$ cat src/rtl/s2p_tx_sched.sv
// s2p_tx_sched: round-robin transmit scheduler for the serial-to-parallel link.
// Picks one byte requester at a time, shifts the byte out MSB-first on
// wra_n/da, then holds wra_n high for GAP extra cycles so the receiver on the
// far clock domain can resynchronise and capture the byte before the next frame.
module s2p_tx_sched #(
  parameter int N_REQ = 4,
  parameter int GAP   = 4
) (
  input  logic                     clka,
  input  logic                     rstn,
  input  logic [N_REQ-1:0]         req_valid,
  input  logic [8*N_REQ-1:0]       req_data,
  output logic [N_REQ-1:0]         req_ready,
  output logic                     wra_n,
  output logic                     da,
  output logic                     busy,
  output logic [$clog2(N_REQ)-1:0] gnt_id
);

  localparam int IW = $clog2(N_REQ);
  localparam int GW = (GAP > 1) ? $clog2(GAP) : 1;
  localparam logic [GW-1:0] GAP_LAST = GW'(GAP - 1);
  localparam logic [IW-1:0] LAST_RST = IW'(N_REQ - 1);

  typedef enum logic [1:0] {
    ST_IDLE  = 2'd0,
    ST_SHIFT = 2'd1,
    ST_GAP   = 2'd2
  } state_t;

  state_t          state_q;
  state_t          state_nxt;
  logic [IW-1:0]   last_q;
  logic [IW-1:0]   win_idx;
  logic [IW-1:0]   cand;
  logic            win_found;
  logic [7:0]      win_byte;
  logic            accept;
  // Bit 7 of the byte goes straight into the da register on accept, so only
  // the remaining seven bits need to be held for shifting.
  logic [6:0]      shreg_q;
  logic [2:0]      bit_cnt_q;
  logic [GW-1:0]   gap_cnt_q;
  logic            wra_n_nxt;
  logic            da_nxt;

  // Round-robin search starting just after the last granted requester.
  always_comb begin
    win_found = 1'b0;
    win_idx   = '0;
    cand      = '0;
    for (int k = 1; k <= N_REQ; k++) begin
      cand = IW'((int'(last_q) + k) % N_REQ);
      if (!win_found && req_valid[cand]) begin
        win_found = 1'b1;
        win_idx   = cand;
      end
    end
  end

  assign win_byte = req_data[8*win_idx +: 8];
  assign accept   = |(req_valid & req_ready);

  // State register together with the registered serial outputs and busy.
  always_ff @(posedge clka or negedge rstn) begin
    if (!rstn) begin
      state_q <= ST_IDLE;
      busy    <= 1'b0;
      wra_n   <= 1'b1;
      da      <= 1'b0;
    end else begin
      state_q <= state_nxt;
      busy    <= (state_nxt != ST_IDLE);
      wra_n   <= wra_n_nxt;
      da      <= da_nxt;
    end
  end

  // Next-state decode: IDLE -> SHIFT on accept, 8 bits, then GAP cycles.
  always_comb begin
    state_nxt = state_q;
    case (state_q)
      ST_IDLE:  if (accept) state_nxt = ST_SHIFT;
      ST_SHIFT: if (bit_cnt_q == 3'd7) state_nxt = ST_GAP;
      ST_GAP:   if (gap_cnt_q == GAP_LAST) state_nxt = ST_IDLE;
      default:  state_nxt = ST_IDLE;
    endcase
  end

  // Output decode: ready only in IDLE (and never under reset), plus the
  // values wra_n/da take in the next cycle.
  always_comb begin
    req_ready = '0;
    wra_n_nxt = 1'b1;
    da_nxt    = 1'b0;
    case (state_q)
      ST_IDLE: begin
        if (rstn && win_found) req_ready = N_REQ'(1) << win_idx;
        if (accept) begin
          wra_n_nxt = 1'b0;
          da_nxt    = win_byte[7];
        end
      end
      ST_SHIFT: begin
        if (bit_cnt_q != 3'd7) begin
          wra_n_nxt = 1'b0;
          da_nxt    = shreg_q[6];
        end
      end
      default: ;
    endcase
  end

  // Shift register, bit/gap counters and arbitration pointer.
  always_ff @(posedge clka or negedge rstn) begin
    if (!rstn) begin
      shreg_q   <= '0;
      bit_cnt_q <= '0;
      gap_cnt_q <= '0;
      gnt_id    <= '0;
      last_q    <= LAST_RST;
    end else begin
      case (state_q)
        ST_IDLE: begin
          if (accept) begin
            shreg_q   <= win_byte[6:0];
            bit_cnt_q <= '0;
            gnt_id    <= win_idx;
            last_q    <= win_idx;
          end
        end
        ST_SHIFT: begin
          shreg_q   <= {shreg_q[5:0], 1'b0};
          bit_cnt_q <= bit_cnt_q + 3'd1;
          if (bit_cnt_q == 3'd7) gap_cnt_q <= '0;
        end
        ST_GAP: begin
          gap_cnt_q <= gap_cnt_q + 1'b1;
        end
        default: ;
      endcase
    end
  end

endmodule

$ cat config.mk
export PLATFORM = sky130hd
export DESIGN_NAME = s2p_tx_sched
export DESIGN_NICKNAME = d
export VERILOG_FILES = /design/src/rtl/s2p_tx_sched.sv
export SDC_FILE = /design/constraint.sdc
export NUM_CORES = 1
export LEC_CHECK = 0
export CORE_MARGIN = 1.5
export CORE_UTILIZATION = 30
export CTS_CLUSTER_DIAMETER = 150
export DETAILED_ROUTE_END_ITERATION = 10
export SYNTH_ARGS = -nofsm -noshare
export SYNTH_HDL_FRONTEND = slang
export SYNTH_SLANG_ARGS = --single-unit
$ cat constraint.sdc
create_clock -name clka -period 2.2 [get_ports clka]
set_input_delay 0.22 -clock clka [delete_from_list [all_inputs] [get_ports clka]]
set_output_delay 0.22 -clock clka [all_outputs]
set_load 0.05 [all_outputs]
==> flow_metrics.py, run 1 <==
metrics = {
    "status": {
        "status": "complete, no violations",
    },
    "final_layout": {
        "syn2layout_area_growth_pct": 53.5,
        "final_cells": 245,
        "diodes": 0,
        "drive_gt1_share_pct": 20.5,
        "nNetsFinal": 237,
    },
    "timing": {
        "grt_setup_unrepaired": "false",
        "clock_skew_ps": 3.26,
        "max_slew_margin_pct": 66.8,
        "setup_viol": 0,
        "max_freq_mhz": 477,
        "tns_ps": 0,
        "slew_viol_final": 0,
        "fin_crit_ps": 2100,
        "min_period_over_period_pct": 95.4,
        "hold_violations": 0,
        "worst_pin_slew_ps": 496,
        "fin_ws_ps": 102,
    },
    "pwr": {
        "clkPwrFrac_pct": 10.9,
        "leakagePower_nw": 0.849,
        "p_sw_mw": 1.02,
        "peakVddDrop_uv": 342,
        "p_sw_share_pct": 43.6,
        "comb_power_share_pct": 59.7,
        "seq_power_share_pct": 29.4,
        "p_per_area_nw_per_um2": 1190,
        "p_int_mw": 1.33,
    },
    "flow_run": {
        "drv_cap": 0,
    },
    "detailed_routing": {
        "drc": 0,
        "wirelength_microns": 3410,
        "via_per_inst": 5.02,
        "drt_first_pass_iters": 4,
        "drt_iter0_markers": 63,
        "wl_per_cell_microns": 13.9,
        "drtAntennaViolNets": 0,
        "vias": 1230,
    },
    "setup_path": {
        "critPathKind": "register to output port",
        "start_kind": "register",
        "worstPathMaxFanout": 6,
        "crit_required_ps": 1980,
        "cp_data_arrival_time_ps": 1880,
        "crit-reg2reg-launch": "last_q[1]",
        "reg2reg_slack_ps": 180,
        "endpoint_kind": "output port",
        "crit_start": "last_q[1]",
    },
    "synthesis": {
        "ys_warn_count": 0,
        "synth_top_area_share_pct": 35.0,
        "synth_commonest_cells": "nand2_1, dfrtp_1, nor2_1",
        "syn_area_sq_um": 1290,
        "synth_top_area_cell": "dfrtp_1",
        "ys_ff_latch": 21,
        "seq_area_frac_synth_pct": 41.1,
        "ys.flop_type": "dfrtp_1",
        "synthAdderAreaFrac_pct": 2.92,
        "synth_compound_area_share_pct": 25.2,
        "synth_cells": 139,
        "synth_edf_count": 0,
        "synthMuxAreaShare_pct": 6.81,
        "synth-simple-area-share_pct": 18.3,
        "synthXorXnorAreaFrac_pct": 0,
        "synth_nets": 180,
        "synth_top_family_by_area": "compound AO/OA/AOI/OAI gates",
        "ys_types": 35,
        "yosysMostFrequentCell": "nand2_1",
        "synthTopCellsByArea": "dfrtp_1, nand2_1, dfstp_2",
        "synth_area_per_cell_sq_um": 9.25,
        "async_flop_share_pct": 100,
    },
    "placement": {
        "numPortBuffers": 46,
        "placed_cells": 235,
        "place_hpwl_microns": 2650,
        "place_congestion": 0.763,
        "place_ws_ps": 32.3,
    },
    "die": {
        "io-pin-count": 47,
        "die_w_microns": 68.5,
        "num_rows": 23,
        "core_region_area_sq_um": 4060,
        "dieArea_sq_um": 4690,
        "start_util_pct": 31.7,
        "fp.dieH_microns": 68.5,
    },
    "cts": {
        "cts-root-buf": "clkbuf_8",
        "insertion_delay_ps": 260,
        "cts_sinks": 21,
        "cts_buffer_depth": 2,
        "numCtsBuffers": 3,
        "cts_tree": "built",
        "cts_hold_buf": 0,
        "cts_max_level": 1,
        "clkSlewWorstSetupHoldPaths_ps": 70,
    },
    "global_route": {
        "first_global_vias": 1217,
        "grt_max_degree": 18,
        "grt_overflow": 0,
        "grt_pass1_wl_microns": 5490,
        "grt.total_usage_pct": 15.8,
        "antenna_found_initial": 0,
    },
    "hold_path": {
        "hp-class": "input pin to async pin",
    },
}
==> stage by stage <==
stage,area [sq um],total power [mW],util [%],hold slack [ps]
after floorplan,1300,1.63,-,-75.6
final,1970,2.35,48.7,219
after detailed placement,1870,2.03,46.0,467
after CTS,1910,2.29,47.1,219
after global placement,1870,1.98,46.0,464
after global routing,1970,2.54,48.7,227
==> flip-flops by register name (all words and copies together), names as in the netlist <==
register and cells:
last_q 2, busy 1, da 1, shreg_q 7, wra_n 1, gnt_id 2
state_q 2, bit_cnt_q 3, gap_cnt_q 2
==> power by group through the flow <==
stage	logic (mW)	clock network (mW)	registers, mW
final	1.40	0.256	0.691
after global routing	1.55	0.276	0.713
after CTS	1.34	0.263	0.690
after detailed placement	1.33	0	0.698
after global placement	1.29	0	0.690
after floorplan	0.813	0	0.817
==> timing repair <==
item                       in CTS  in global routing
setup endpoints to repair       2                  4
gates resized for setup         1                  4
buffers inserted                0                  6
pin swaps                       0                  1
==> final timing paths <==
| check | endpoint | depth (start not counted) |
|---|---|---|
| setup / recovery | req_ready[2] | 6 |
| hold / removal | gnt_id[1] | 1 |
| setup reg to reg | da | 6 |
| hold reg to reg | gnt_id[1] | 1 |
| max in group asynchronous | wra_n | 2 |
| min in group clka | gnt_id[1] | 1 |
==> critical path: stages, from the launching register on <==
cell	delay, ps
dfstp_2	540
buf_4	140
nand2_2	70
a31oi_4	240
and2_4	250
and3_1	230
buf_12	150
==> logic make-up (layout without fill, tap and decap cells) <==
family,count (synthesis),count (layout)
AOI/OAI and AO/OA,43,43
adders and majority gates,3,3
buffers and inverters,13,69
DFF,21,21
muxes,5,5
and+or+nand+nor,54,54
==> layout make-up <==
class | instances | area (sq um)
Fill cell | 375 | 2080
Multi-Input combinational cell | 105 | 713
Timing Repair Buffer | 60 | 606
Sequential cell | 21 | 529
Tap cell | 50 | 62.6
Clock buffer | 4 | 45.0
Inverter | 5 | 18.8
==> placed cells by master, fill, tap and decap left out <==
master | synthesis | routed
ha_1 | 3 | 3
dfrtp_1 | 18 | 18
nor3_2 | 0 | 1
o31ai_1 | 1 | 1
a21oi_4 | 1 | 1
clkbuf_1 | 4 | 1
nand2b_1 | 2 | 2
o21ai_0 | 5 | 5
nor2_1 | 15 | 15
o21ai_2 | 0 | 1
nand2_1 | 25 | 24
a22o_1 | 1 | 1
nor3_4 | 0 | 1
a211oi_1 | 5 | 5
a21boi_0 | 4 | 4
buf_4 | 1 | 14
a21oi_1 | 8 | 8
a31oi_4 | 1 | 1
dfstp_2 | 3 | 3
o22a_2 | 0 | 1
a311o_1 | 4 | 4
a21oi_2 | 4 | 4
nand2_2 | 1 | 1
nand3_1 | 2 | 2
clkbuf_8 | 0 | 3
buf_12 | 0 | 4
a21o_1 | 2 | 2
clkdlybuf4s50_1 | 0 | 42
nor2b_1 | 1 | 1
o22ai_1 | 3 | 3
and2_4 | 1 | 1
mux4_2 | 3 | 3
nand2_4 | 0 | 1
and3_1 | 5 | 5
mux2i_1 | 2 | 2
inv_1 | 5 | 5
a22oi_1 | 2 | 2
==> layer usage <==
metal	global-route usage [%]	wire (microns)	vias to the layer above
met5	0	0	-
met4	8.75	60	0
met3	1.81	197	7
met2	25.6	1620	54
met1	20.4	1530	566
li1	-	-	603
Note: power is estimated with default switching activity, not from simulation.
==> inputs of run 2 (changes only) <==
==> constraint.sdc (replaced) <==
create_clock -name clka -period 1.9 [get_ports clka]
set_input_delay 0.19 -clock clka [delete_from_list [all_inputs] [get_ports clka]]
set_output_delay 0.19 -clock clka [all_outputs]
set_load 0.05 [all_outputs]
==> flow_metrics.py, run 2 (synthesis gave the netlist of run 1 again) <==
metrics = {
    "status": {
        "violations": "negative setup slack",
        "status": "finished, violations left",
    },
    "cts": {
        "cts_buffer_depth": 2,
        "cts_max_level": 1,
        "cts_sinks": 21,
        "cts-root-buf": "clkbuf_8",
        "numCtsBuffers": 3,
        "clkSlewWorstSetupHoldPaths_ps": 80,
        "insertion_delay_ps": 260,
        "cts_tree": "built",
    },
    "placement": {
        "place_hpwl_microns": 2760,
        "place_congestion": 0.807,
        "place_ws_ps": -181,
        "placed_cells": 241,
        "numPortBuffers": 46,
    },
    "setup_path": {
        "endpoint_kind": "register",
        "start_kind": "register",
        "crit_path_top_delay_cell": "dfstp_2",
        "slowest_delay_ps": 550,
        "worstPathMaxFanout": 9,
        "cp_data_arrival_time_ps": 2170,
        "crit_required_ps": 2100,
        "crit_buf_inv": 2,
        "critical_path.cell_chain": "buf_6 > nand2_2 > a31oi_4 > and2_4 > buf_4 > nand2_1 > a311o_1 > a21oi_2",
        "critPathKind": "register to register",
        "path_delay_family": "compound AO/OA/AOI/OAI gates",
    },
    "detailed_routing": {
        "via_per_inst": 4.94,
        "vias": 1251,
        "wl_met2_microns": 1900,
        "wirelength_microns": 3590,
        "met1_length_microns": 1530,
        "drc": 0,
        "drtAntennaViolNets": 0,
        "drt_iter0_markers": 48,
        "dr.max_layer_used": "met4",
        "wl_per_cell_microns": 14.2,
        "drt_first_pass_iters": 4,
        "wl_met3_microns": 130,
    },
    "timing": {
        "hold_violations": 0,
        "grt_setup_unrepaired": "true",
        "worst_hold_slack_ps": 153,
        "clock_skew_ps": 6.05,
        "slew_viol_final": 0,
        "worst_pin_slew_ps": 596,
        "max_freq_mhz": 507,
        "setup_viol": 9,
        "min_period_over_period_pct": 104,
        "fin_ws_ps": -71.4,
        "fin_crit_ps": 1970,
        "max_slew_margin_pct": 60.1,
    },
    "die": {
        "io-pin-count": 47,
        "fp.dieH_microns": 68.5,
        "num_rows": 23,
        "die_w_microns": 68.5,
        "dieArea_sq_um": 4690,
        "core_region_area_sq_um": 4060,
        "start_util_pct": 31.7,
    },
    "global_route": {
        "grt_overflow": 0,
        "antenna_found_initial": 0,
        "grt_pass1_wl_microns": 5860,
        "grt_max_degree": 19,
        "first_global_vias": 1352,
        "grt.total_usage_pct": 16.8,
    },
    "flow_run": {
        "drv_cap": 0,
    },
    "final_layout": {
        "reg_top3": "shreg_q: 7 flops, bit_cnt_q: 3 flops",
        "final_cells": 253,
        "final_core_util_pct": 51.3,
        "nNetsFinal": 245,
        "diodes": 0,
        "largest_register_ffs": 7,
        "syn2layout_area_growth_pct": 62.0,
        "drive_gt1_share_pct": 26.6,
        "mostFrequentLayoutCell": "clkdlybuf4s50_1",
        "n_fill_cell": 394,
        "regMostFlops": "shreg_q",
        "most-common-layout-cells": "clkdlybuf4s50_1, nand2_1, dfrtp_1, buf_4, nor2_1",
    },
    "pwr": {
        "p_total_mw": 2.89,
        "leakagePower_nw": 0.897,
        "p_per_area_nw_per_um2": 1380,
        "peakVddDrop_uv": 470,
    },
    "hold_path": {
        "hp-class": "input pin to async pin",
    },
}
[run 2: changes by cell type in the layout (fill, tap and decap cells not counted), moves of 3 or more]
cell and delta:
a21boi_0 -3, a21boi_1 +3, buf_4 +4, buf_6 +3, nand2_2 +3
[run 2: final cells by class]
cell class,instances,area (sq um),share of cell area [%]
clock buffer,3,41.3,1.98
timing repair buffer,68,684,32.9
clock inverter,1,7.51,0.360
multi-input combinational,105,739,35.5
tap,50,62.6,3.00
inverter,5,18.8,0.901
sequential,21,529,25.4
[run 2: worst paths after layout]
kind | endpoint | cells past startpoint | start | slack [ps]
max in group asynchronous | last_q[1] | 2 | rstn | 1160
setup / recovery | shreg_q[5] | 8 | last_q[1] | -70
min in group clka | gnt_id[1] | 1 | gnt_id[1] | 500
setup reg to reg | shreg_q[5] | 8 | last_q[1] | -70
hold / removal | shreg_q[0] | 1 | rstn | 150
hold reg to reg | gnt_id[1] | 1 | gnt_id[1] | 500
[run 2: metal layers]
metal  vias to the layer above  global-route usage [%]
met2                        31                    30.4
met5                         -                       0
met3                         2                    2.96
met1                       595                    19.8
li1                        623                       -
met4                         0                    5.25
[run 2: worst reg2reg max path, stage by stage, from the launching register on]
cell and delay [ps]:
dfstp_2 550, buf_6 120, nand2_2 60, a31oi_4 220, and2_4 210, buf_4 170
nand2_1 70, a311o_1 380, a21oi_2 130
[run 2: what timing repair did]
action,CTS,global route
gates resized for setup,11,3
setup buffers,6,2
pin swaps,2,2
endpoints found under the setup margin,8,11
hold buffers,0,0
[run 2: where the power goes]
part,total [mW],switching [mW],internal (mW)
Clock,0.301,0.153,0.148
Combinational,1.78,0.969,0.813
Sequential,0.803,0.129,0.674
[run 2: stage by stage]
step | setup TNS [ps] | area, sq um
after floorplan | -205 | 1330
after global placement | -895 | 1940
after detailed placement | -1320 | 1940
after CTS | -495 | 2060
after global routing | -1450 | 2080
final | -451 | 2080
==> inputs of run 3 (changes only) <==
--- a/config.mk
+++ b/config.mk
@@ -9,6 +9,7 @@
 export CORE_UTILIZATION = 30
 export CTS_CLUSTER_DIAMETER = 150
 export DETAILED_ROUTE_END_ITERATION = 10
+export PLACE_DENSITY = 0.57
 export SYNTH_ARGS = -nofsm -noshare
 export SYNTH_HDL_FRONTEND = slang
 export SYNTH_SLANG_ARGS = --single-unit
==> flow_metrics.py, run 3 (synthesis gave the netlist of run 1 again) <==
metrics = {
    "cts": {
        "cts_buffer_depth": 2,
        "clkSlewWorstSetupHoldPaths_ps": 80,
        "cts_sinks": 21,
        "cts_tree": "built",
        "numCtsBuffers": 3,
        "cts-root-buf": "clkbuf_8",
        "cts_max_level": 1,
        "insertion_delay_ps": 260,
    },
    "placement": {
        "place_ws_ps": -175,
        "placed_cell_area_sq_um": 1970,
        "numPortBuffers": 46,
        "place_hpwl_microns": 2760,
        "placed_cells": 246,
        "place_congestion": 0.819,
    },
    "global_route": {
        "grt_pass1_wl_microns": 5520,
        "busiest_layer": "met2",
        "first_global_vias": 1236,
        "met3_usage_pct": 1.97,
        "grt.total_usage_pct": 16.0,
        "grt_use_met2_pct": 28.2,
        "antenna_found_initial": 0,
        "grt_overflow": 0,
        "gr-usage-met1_pct": 20.0,
        "grt_max_degree": 17,
    },
    "timing": {
        "max_freq_mhz": 495,
        "setup_viol": 11,
        "grt_setup_unrepaired": "true",
        "max_slew_margin_pct": 61.3,
        "slew_viol_final": 0,
        "fin_crit_ps": 2020,
        "hold_violations": 0,
        "worst_hold_slack_ps": 312,
        "fin_ws_ps": -121,
        "min_period_over_period_pct": 106,
        "worst_pin_slew_ps": 578,
        "clock_skew_ps": 6.38,
    },
    "final_layout": {
        "final_cells": 255,
        "ff_latch_area_sq_um": 529,
        "drive_gt1_share_pct": 28.8,
        "syn2layout_area_growth_pct": 68.5,
        "mostFrequentLayoutCell": "clkdlybuf4s50_1",
        "diodes": 0,
        "nNetsFinal": 247,
        "design_area_sq_um": 2170,
        "n_fill_cell": 363,
        "largest_register_ffs": 7,
        "regMostFlops": "shreg_q",
        "multi_input_area_sq_um": 776,
        "final_core_util_pct": 53.4,
        "most-common-layout-cells": "clkdlybuf4s50_1, nand2_1, dfrtp_1, buf_4, nor2_1",
        "reg_top3": "shreg_q: 7 flops, bit_cnt_q: 3 flops",
    },
    "die": {
        "start_util_pct": 31.7,
        "die_w_microns": 68.5,
        "fp.dieH_microns": 68.5,
        "num_rows": 23,
        "core_region_area_sq_um": 4060,
        "io-pin-count": 47,
        "dieArea_sq_um": 4690,
    },
    "detailed_routing": {
        "via_per_inst": 4.99,
        "wl_per_cell_microns": 14.3,
        "drtAntennaViolNets": 0,
        "wirelength_microns": 3640,
        "vias": 1272,
        "drc": 0,
        "drt_first_pass_iters": 4,
        "drt_iter0_markers": 63,
    },
    "setup_path": {
        "critPathKind": "register to register",
        "start_kind": "register",
        "worstPathMaxFanout": 3,
        "crit_required_ps": 2060,
        "cp_data_arrival_time_ps": 2180,
        "endpoint_kind": "register",
    },
    "pwr": {
        "clkPwrFrac_pct": 9.8,
        "p_sw_mw": 1.29,
        "comb_power_share_pct": 63.2,
        "p_per_area_nw_per_um2": 1390,
        "seq_power_share_pct": 27.0,
        "p_int_mw": 1.72,
        "peakVddDrop_uv": 453,
        "p_sw_share_pct": 42.9,
        "leakagePower_nw": 0.934,
    },
    "status": {
        "violations": "negative setup slack",
        "status": "finished, violations left",
    },
    "flow_run": {
        "drv_cap": 0,
    },
    "hold_path": {
        "hp-class": "input pin to async pin",
    },
}
==> run 3: layout make-up <==
class / instances / area share, %
Timing Repair Buffer: 70 / 33.9
Clock buffer: 4 / 2.08
Multi-Input combinational cell: 105 / 35.8
Inverter: 5 / 0.866
Sequential cell: 21 / 24.4
Tap cell: 50 / 2.89
==> run 3: worst paths after layout <==
path,from,slack (ps),cells after the start,end
max,last_q[1],-120,6,da
min,rstn,310,2,shreg_q[0]
max reg2reg,last_q[1],-120,6,da
min reg2reg,bit_cnt_q[0],500,1,bit_cnt_q[0]
max in group asynchronous,rstn,1280,2,wra_n
min in group clka,bit_cnt_q[0],500,1,bit_cnt_q[0]
==> run 3: through the flow <==
step | TNS (ps) | power, mW
6_report | -694 | 3.01
5_1_grt | -1590 | 3.22
4_1_cts | -701 | 2.87
3_5_place_dp | -1560 | 2.47
2_1_floorplan | -205 | 1.94
3_3_place_gp | -994 | 2.42
==> run 3: layer usage <==
layer  vias up  wire (microns)
met5         -               0
met4         0              26
met3         2             114
met2        33            1950
met1       608            1550
li1        629               -
==> run 3: worst max-delay path: stages, from the launching register on <==
cell,delay (ps)
dfstp_2,580
mux2i_2,240
o22ai_2,100
a21oi_4,170
buf_6,150
mux4_2,500
a22o_1,190
==> run 3: repair_timing <==
action	in CTS	in global routing
buffers inserted	4	0
pin swaps	5	9
hold buffers	0	0
gates cloned	0	1
gates resized for setup	9	15
setup endpoints to repair	11	12
==> run 3: power by group through the flow <==
stage	clock network, mW	logic [mW]	registers (mW)
floorplan	0	0.986	0.949
global placement	0	1.61	0.809
detailed placement	0	1.65	0.816
CTS	0.304	1.75	0.813
global route	0.323	2.06	0.837
finish	0.295	1.90	0.813
